<file path="src/rtl/node_issue_scheduler.sv">
// Per-node issue scheduler: picks one fire-ready reservation-station frame in oldest-first
// rotating order, offers it to the ALU over valid/ready, and tracks per-frame issue history.
module node_issue_scheduler #(
  parameter int unsigned FRAMES      = 8,
  parameter int unsigned STALL_LIMIT = 64,
  localparam int unsigned FW         = (FRAMES > 1) ? $clog2(FRAMES) : 1
) (
  input  logic              clk,
  input  logic              rst,
  input  logic              sched_en,
  input  logic [FRAMES-1:0] frame_ready,
  input  logic [FRAMES-1:0] frame_flush,
  input  logic [FW-1:0]     oldest_frame,
  input  logic              alu_ready,
  output logic              issue_valid,
  output logic [FW-1:0]     issue_frame,
  output logic [FRAMES-1:0] fire_ack,
  output logic [FRAMES-1:0] issued_mask,
  output logic              stall_err,
  output logic [15:0]       issue_count
);

  localparam int unsigned CW = $clog2(STALL_LIMIT + 1);

  typedef enum logic {StIdle, StOffer} state_e;

  state_e            state_q, state_d;
  logic [FW-1:0]     issue_frame_q, issue_frame_d;
  logic [FRAMES-1:0] fire_ack_q, fire_ack_d;
  logic [FRAMES-1:0] issued_mask_q, issued_mask_d;
  logic [15:0]       issue_count_q, issue_count_d;
  logic [CW-1:0]     stall_cnt_q, stall_cnt_d;
  logic              stall_err_q, stall_err_d;

  logic [FRAMES-1:0] eligible;
  logic [FRAMES-1:0] frame_oh;
  logic [FW:0]       sel_new;
  logic [FW:0]       sel_b2b;

  // Returns {found, index}; scan starts at head and wraps modulo FRAMES, not 2^FW.
  function automatic logic [FW:0] pick_frame(input logic [FRAMES-1:0] elig,
                                             input logic [FW-1:0]     head);
    int unsigned start;
    int unsigned idx;
    logic [FW:0] res;
    res   = '0;
    start = (32'(head) >= FRAMES) ? 32'd0 : 32'(head);
    for (int unsigned i = 0; i < FRAMES; i++) begin
      idx = start + i;
      if (idx >= FRAMES) idx = idx - FRAMES;
      if (!res[FW] && elig[idx]) res = {1'b1, idx[FW-1:0]};
    end
    return res;
  endfunction

  always_comb begin
    eligible = frame_ready & ~issued_mask_q & ~frame_flush;
    frame_oh = '0;
    frame_oh[issue_frame_q] = 1'b1;
    sel_new  = pick_frame(eligible, oldest_frame);
    sel_b2b  = pick_frame(eligible & ~frame_oh, oldest_frame);
  end

  always_comb begin
    state_d       = state_q;
    issue_frame_d = issue_frame_q;
    fire_ack_d    = '0;
    issued_mask_d = issued_mask_q;
    issue_count_d = issue_count_q;
    stall_cnt_d   = '0;
    stall_err_d   = stall_err_q;

    unique case (state_q)
      StIdle: begin
        if (sched_en && sel_new[FW]) begin
          state_d       = StOffer;
          issue_frame_d = sel_new[FW-1:0];
        end
      end
      StOffer: begin
        if (alu_ready) begin
          fire_ack_d    = frame_oh;
          issued_mask_d = issued_mask_q | frame_oh;
          issue_count_d = issue_count_q + 16'd1;
          if (sched_en && sel_b2b[FW]) begin
            issue_frame_d = sel_b2b[FW-1:0];
          end else begin
            state_d = StIdle;
          end
        end else if (frame_flush[issue_frame_q]) begin
          state_d = StIdle;
        end else begin
          // Offer held; count towards the stall timeout, saturating at the limit.
          stall_cnt_d = (stall_cnt_q == CW'(STALL_LIMIT)) ? stall_cnt_q : stall_cnt_q + 1'b1;
        end
      end
      default: state_d = StIdle;
    endcase

    // A flush always wins over a same-cycle accept for the history bit.
    issued_mask_d = issued_mask_d & ~frame_flush;
    if (stall_cnt_d == CW'(STALL_LIMIT)) stall_err_d = 1'b1;
  end

  always_ff @(posedge clk) begin
    if (rst) begin
      state_q       <= StIdle;
      issue_frame_q <= '0;
      fire_ack_q    <= '0;
      issued_mask_q <= '0;
      issue_count_q <= '0;
      stall_cnt_q   <= '0;
      stall_err_q   <= 1'b0;
    end else begin
      state_q       <= state_d;
      issue_frame_q <= issue_frame_d;
      fire_ack_q    <= fire_ack_d;
      issued_mask_q <= issued_mask_d;
      issue_count_q <= issue_count_d;
      stall_cnt_q   <= stall_cnt_d;
      stall_err_q   <= stall_err_d;
    end
  end

  assign issue_valid = (state_q == StOffer);
  assign issue_frame = issue_frame_q;
  assign fire_ack    = fire_ack_q;
  assign issued_mask = issued_mask_q;
  assign stall_err   = stall_err_q;
  assign issue_count = issue_count_q;

endmodule
</file>
<file path="config.mk">
export PLATFORM = sky130hd
export DESIGN_NAME = node_issue_scheduler
export DESIGN_NICKNAME = d
export VERILOG_FILES = /design/src/rtl/node_issue_scheduler.sv
export SDC_FILE = /design/constraint.sdc
export NUM_CORES = 1
export LEC_CHECK = 0
export ABC_AREA = 0
export CORE_MARGIN = 8
export CORE_UTILIZATION = 53
export CTS_CLUSTER_SIZE = 20
export DETAILED_ROUTE_END_ITERATION = 8
export GPL_TIMING_DRIVEN = 0
export MAX_ROUTING_LAYER = met4
export PLACE_DENSITY = 0.79
export RECOVER_POWER = 50
export SYNTH_ARGS = -nofsm -noshare
export SYNTH_HDL_FRONTEND = slang
export SYNTH_SLANG_ARGS = --single-unit
</file>
<file path="constraint.sdc">
create_clock -name clk -period 5.79 [get_ports clk]
set_clock_uncertainty 0.2 [all_clocks]
set_input_delay 1.158 -clock clk [delete_from_list [all_inputs] [get_ports clk]]
set_output_delay 1.158 -clock clk [all_outputs]
set_load 0.005 [all_outputs]
</file>
# After elaboration in Yosys (flattened, before gate mapping)
# Cells that the tools add are included.
dict set report totals {
  register_bits 44
  latchBits 0
  mem_bits_rw 0
  mem_bits_ro 0
  inputBits 23
  out_inout_bits 37
  elab_cells 166
  n_memories 0
}
dict set report classes {
  addsub 17
  mul 0
  n_div 0
  n_lt_le_gt_ge 18
  eq_ne 5
  shifts 0
  mux 75
  bitwise_logic 10
  reduce_logical 34
}
# cell count
set op_table {}
lappend op_table {{$lt 32x4->1 const B} 8}
lappend op_table {{$mux 32} 8}
lappend op_table {{$mux 4} 16}
lappend op_table {{$bmux 1 s3} 17}
lappend op_table {{$sub 4x4->5 const B} 7}
lappend op_table {{$and 8x8->8} 4}
lappend op_table {{$ge 4x4->1 const B} 7}
lappend op_table {{$mux 7} 4}
lappend op_table {{$not 8->8} 3}
lappend op_table {{$mux 1} 22}
lappend op_table {{$logic_and 1x1->1} 17}
lappend op_table {{$add 16x1->16 const B} 1}
lappend op_table {{$add 3x3->4 const B} 4}
lappend op_table {{$mux 8} 2}
lappend op_table {{$eq 7x7->1 const B} 2}
lappend op_table {{$logic_not 1->1} 14}
lappend op_table {{$mux 3} 3}
lappend op_table {{$add 3x2->4 const B} 2}
lappend op_table {{$or 8x8->8} 1}
lappend op_table {{$add 7x1->7 const B} 1}
lappend op_table {{$pmux 3 s2} 1}
lappend op_table {{$sub 3x4->5 const B} 1}
lappend op_table {{$add 3x1->4 const B} 1}
lappend op_table {{$ge 3x4->1 const B} 1}
lappend op_table {{other kinds (10)} 12}

# Longest topological paths before layout
dict set report logic_depth {
  word_depth 34
  mapped_depth 14
  mapped_depth_nobuf 11
}

# Least setup slack after synthesis
# No wires, ideal clock.
dict set report synth_timing {
  kind {input to register}
  start {input oldest_frame[0]}
  end {register issue_frame_q[1] (netlist: issue_frame[1])}
  setup_ns 0.116
  arrival_time_ns 3.992
  t_required_ns 5.474
  setup_slack_ns 1.482
  path_stages 12
  n_path_buf 2
  cell_sequence {buf_4 inv_1 buf_2 ha_1 xor2_1 mux4_2 mux2i_1 nand2_1 nor4_4 a21oi_1 a221o_1 a31o_1}
}
dict set report synth_between {
  elab_chain_len 29
  elab_cells_between_ends 116
  cone_classes {add/sub: 15; order compare: 8; eq/ne: 2; mux: 60; reduce/logical: 31}
}
# element line
set synth_lines {}
lappend synth_lines {{from (decl)} 13} ;# input logic [FW-1:0] oldest_frame,
lappend synth_lines {{parallel branches: the longest is 29 deep, another holds $sub 4x4->5} -}
lappend synth_lines {{to (signal assigned)} 116} ;# issue_frame_q <= issue_frame_d;
lappend synth_lines {{to (decl)} 28} ;# logic [FW-1:0] issue_frame_q, issue_frame_d;
# Parallel ways; which one is timed is not known. The select of a mux whose other input is x is not followed.
# A chain may end at the register's enable or synchronous reset.

# Worst setup path after layout
dict set report layout_timing {
  start {input oldest_frame[0]}
  end {register issue_frame_q[0] (netlist: issue_frame[0])}
}
# Same word-level chain as after synthesis.

==> flow_summary.yaml <==
sta:
  fin_crit_sh: 0.9321
  setup_violations: 0
  slew_violations: 0
  relSlewSlack: 0.3710
  fmax_mhz: 185.3
  final.setup.tns_ps: 0
  tightest_slew_ps: 941.4
  period_needed_ps: 5397
  rsz0062_at_grt: "no"
  timing_hold_violations_final: 0
clock_tree:
  cts.path.max_buffers: 2
  cts_root_buf: "clkbuf_8"
  cts_buffers: 5
  cts.sinks: 44
  cts_resized: 0
  clock_latency_ps: 300
  clk_pin_slew_worst_paths_ps: 80
  postCtsHoldBufs: 0
  cts_tree: "built"
  htree_num_levels: 2
  post-cts-setup-buffers: 0
place:
  hpwlAfterDp_um: 10010
  routabilityCongestion: 0.9844
  numPortBuffers: 59
  dpl-instance-area_um2: 4572
floorplan:
  io_pins: 60
  initial_utilization: 0.5405
  die_h_um: 101.3
  die-area_um2: 10260
  die_width_um: 101.3
  num_rows: 31
  core_region_area_um2: 7137
setup_path:
  crit_fanout: 10
  cp_slowest_cell: "o311ai_0"
  cp.required_ps: 5770
  crit_top_cell: "inv_1"
  r2r_start: "issued_mask[4]"
  reg2reg_to: "issue_frame[0]"
  cp_data_arrival_time_ps: 5370
  r2r_slack_ps: 2000
  critical_path.top_delay_family: "compound AO/OA/AOI/OAI gates"
  crit_path_end_kind: "register"
  slowest_delay_ps: 500
  crit_chain: "clkdlybuf4s50_1 > buf_4 > inv_1 > buf_2 > ha_1 > inv_1 > clkbuf_1 > nor2_1 > a221o_1 > o22ai_1 > o2111ai_1 > o21a_1 > o311ai_0 > o311a_1 > nor3_2"
  worstSetupPathType: "input port to register"
  critPathBufInv: 6
  rr_worst_depth: 9
  cp-start-kind: "input port"
synthesis:
  synth.distinct_cells: 76
  netlist_area_um2: 3857
  synth-xor-area-share: 0.04314
  synth-simple-area-share: 0.3055
  synth-edff-count: 0
  seq_area_frac_synth: 0.2283
  synth-adder-area-share: 0.01622
  synth_mux_area_frac: 0.1547
  ys_async_sr_fraction: 0
  synthFlopType: "dfxtp_1"
  avgSynthCellArea_um2: 8.207
  yosysTopAreaCell: "dfxtp_1"
  yosysTopAreaCellShare: 0.2283
  syn-num-nets: 498
  ys_warn_count: 0
  yosysMostFrequentCell: "nor2_1"
  synth_top_family_by_area: "simple AND/OR/NAND/NOR gates"
  synthCells: 470
  synthTopCellsByArea: "dfxtp_1 23%, mux4_2 7.6%, nor2_1 5.0%, mux2i_1 4.7%, nand2_1 4.7%"
  synthTopCellsByCount: "51 x nor2_1, 48 x nand2_1, 44 x dfxtp_1"
  ys_ff_latch: 44
  synth_compound_area_frac: 0.2128
grt:
  grt_overflow: 0
  grt_max_degree: 14
  grt_pass1_wl_um: 20350
  grt_pass1_vias: 4049
  grt_antenna_before_repair: 0
  gr-usage-all-layers: 0.2594
final_layout:
  n_antenna_cell: 0
  n_fill_cell: 635
  nets: 564
  design_area_um2: 4679
  drive_above_1_share: 0.1043
  syn2layout_area_growth_pct: 21.31
power:
  sw_frac_of_total: 0.3504
  p_leak_nw: 1.722
  combPwrFrac: 0.383
  p_clk_frac: 0.261
  internal_power_mw: 0.5767
  vdd.ir_drop.worst_v: 0.0002250
  p_seq_frac: 0.356
  p_switching_mw: 0.3111
  pwr_density_cell_nw_per_um2: 189.7
run:
  drv_cap: 0
detailed_routing:
  wl_per_cell_um: 20.32
  route.final.wire_length_um: 12930
  drt-initial-drc-count: 322
  ant_nets: 0
  drcViolationCount: 0
  avgViaCountPerCell: 6.513
  first_pass_iters: 5
  vias: 4142
hold_path:
  hold_path_class: "register to register"
  hold_start: "stall_err"
  min_to: "stall_err"
  min_path_cells: 2
run_status:
  outcome: "finished, final reports clean"
[per-layer routing]
metal,global-route usage,part of all wire,vias to the layer above
li1,-,-,1914
met1,0.2981,0.39,1944
met2,0.4342,0.48,238
met3,0.04261,0.091,46
met4,0.1168,0.033,0
met5,-,0,-
[final cells by class]
type	instances	area, µm²	share of cell area
well taps	99	123.9	0.02647
clock inverters	2	35.03	0.007487
clock buffers	6	72.57	0.01551
multi-input cells	392	2825	0.6037
inverters	9	33.78	0.007219
repair buffers	59	590.6	0.1262
flip-flops and latches	44	880.8	0.1882
plain buffers	25	117.6	0.02513
[registers in the layout (all words and copies together) (netlist names)]
name,flops
fire_ack,8
issue_count,16
issue_frame,3
issue_valid,1
issued_mask,8
stall_cnt_q,7
stall_err,1
[power by group through the flow]
stage               combinational (mW)  sequential (mW)  clock (mW)
floorplan                        0.231            0.321           0
global placement                 0.327            0.323           0
detailed placement               0.330            0.323           0
CTS                              0.332            0.316       0.236
global route                     0.364            0.317       0.249
finish                           0.340            0.316       0.232
[logic make-up (layout without fill, tap and decap cells)]
kind of cell,after synthesis,in the layout
AND/OR/NAND/NOR,217,217
adder cells (fa/ha/maj),5,5
XOR/XNOR,19,19
multiplexers,38,38
buffers and inverters,34,101
flip-flops,44,44
AO/OA/AOI/OAI,113,113
[tightest hold or removal path, delay by kind of cell, from the launching register on]
family / cells / cell delay [ps]
compound gates: 1 / 40
simple gates: 1 / 70
flops: 1 / 330
[through the flow]
stage               power, mW  worst slack [ps]  hold WS [ps]  cells  utilization
finish                 0.8878             393.0         279.4    636       0.6557
floorplan              0.5526              1482         260.4    470            -
global placement       0.6497             263.3         261.0    628       0.6406
detailed placement     0.6531             237.7         261.9    628       0.6406
global route           0.9300             309.4         308.3    636       0.6557
CTS                    0.8838             545.1         282.9    636       0.6557
[layout by cell type, fill, tap and decap left out, types with 14 or more instances in the layout]
master and count:
clkdlybuf4s50_1 27, o21ai_0 15, nand3_1 14, nand2_1 48
dfxtp_1 44, nor2_1 51, mux2i_1 18, nor3_1 16
dlygate4sd3_1 32, a21oi_1 24
[worst max-delay path by stage]
stage | to | slack, ps | depth (start not counted) | startpoint
after floorplan | issue_frame[1] | 1480 | 12 | oldest_frame[0]
after global placement | issue_frame[0] | 260 | 15 | oldest_frame[0]
after detailed placement | issue_frame[0] | 240 | 13 | oldest_frame[0]
after CTS | issue_frame[0] | 550 | 13 | oldest_frame[0]
after global routing | issue_frame[1] | 310 | 13 | oldest_frame[0]
final | issue_frame[0] | 390 | 15 | oldest_frame[0]
No activity file was read; power rests on OpenSTA's default activity.
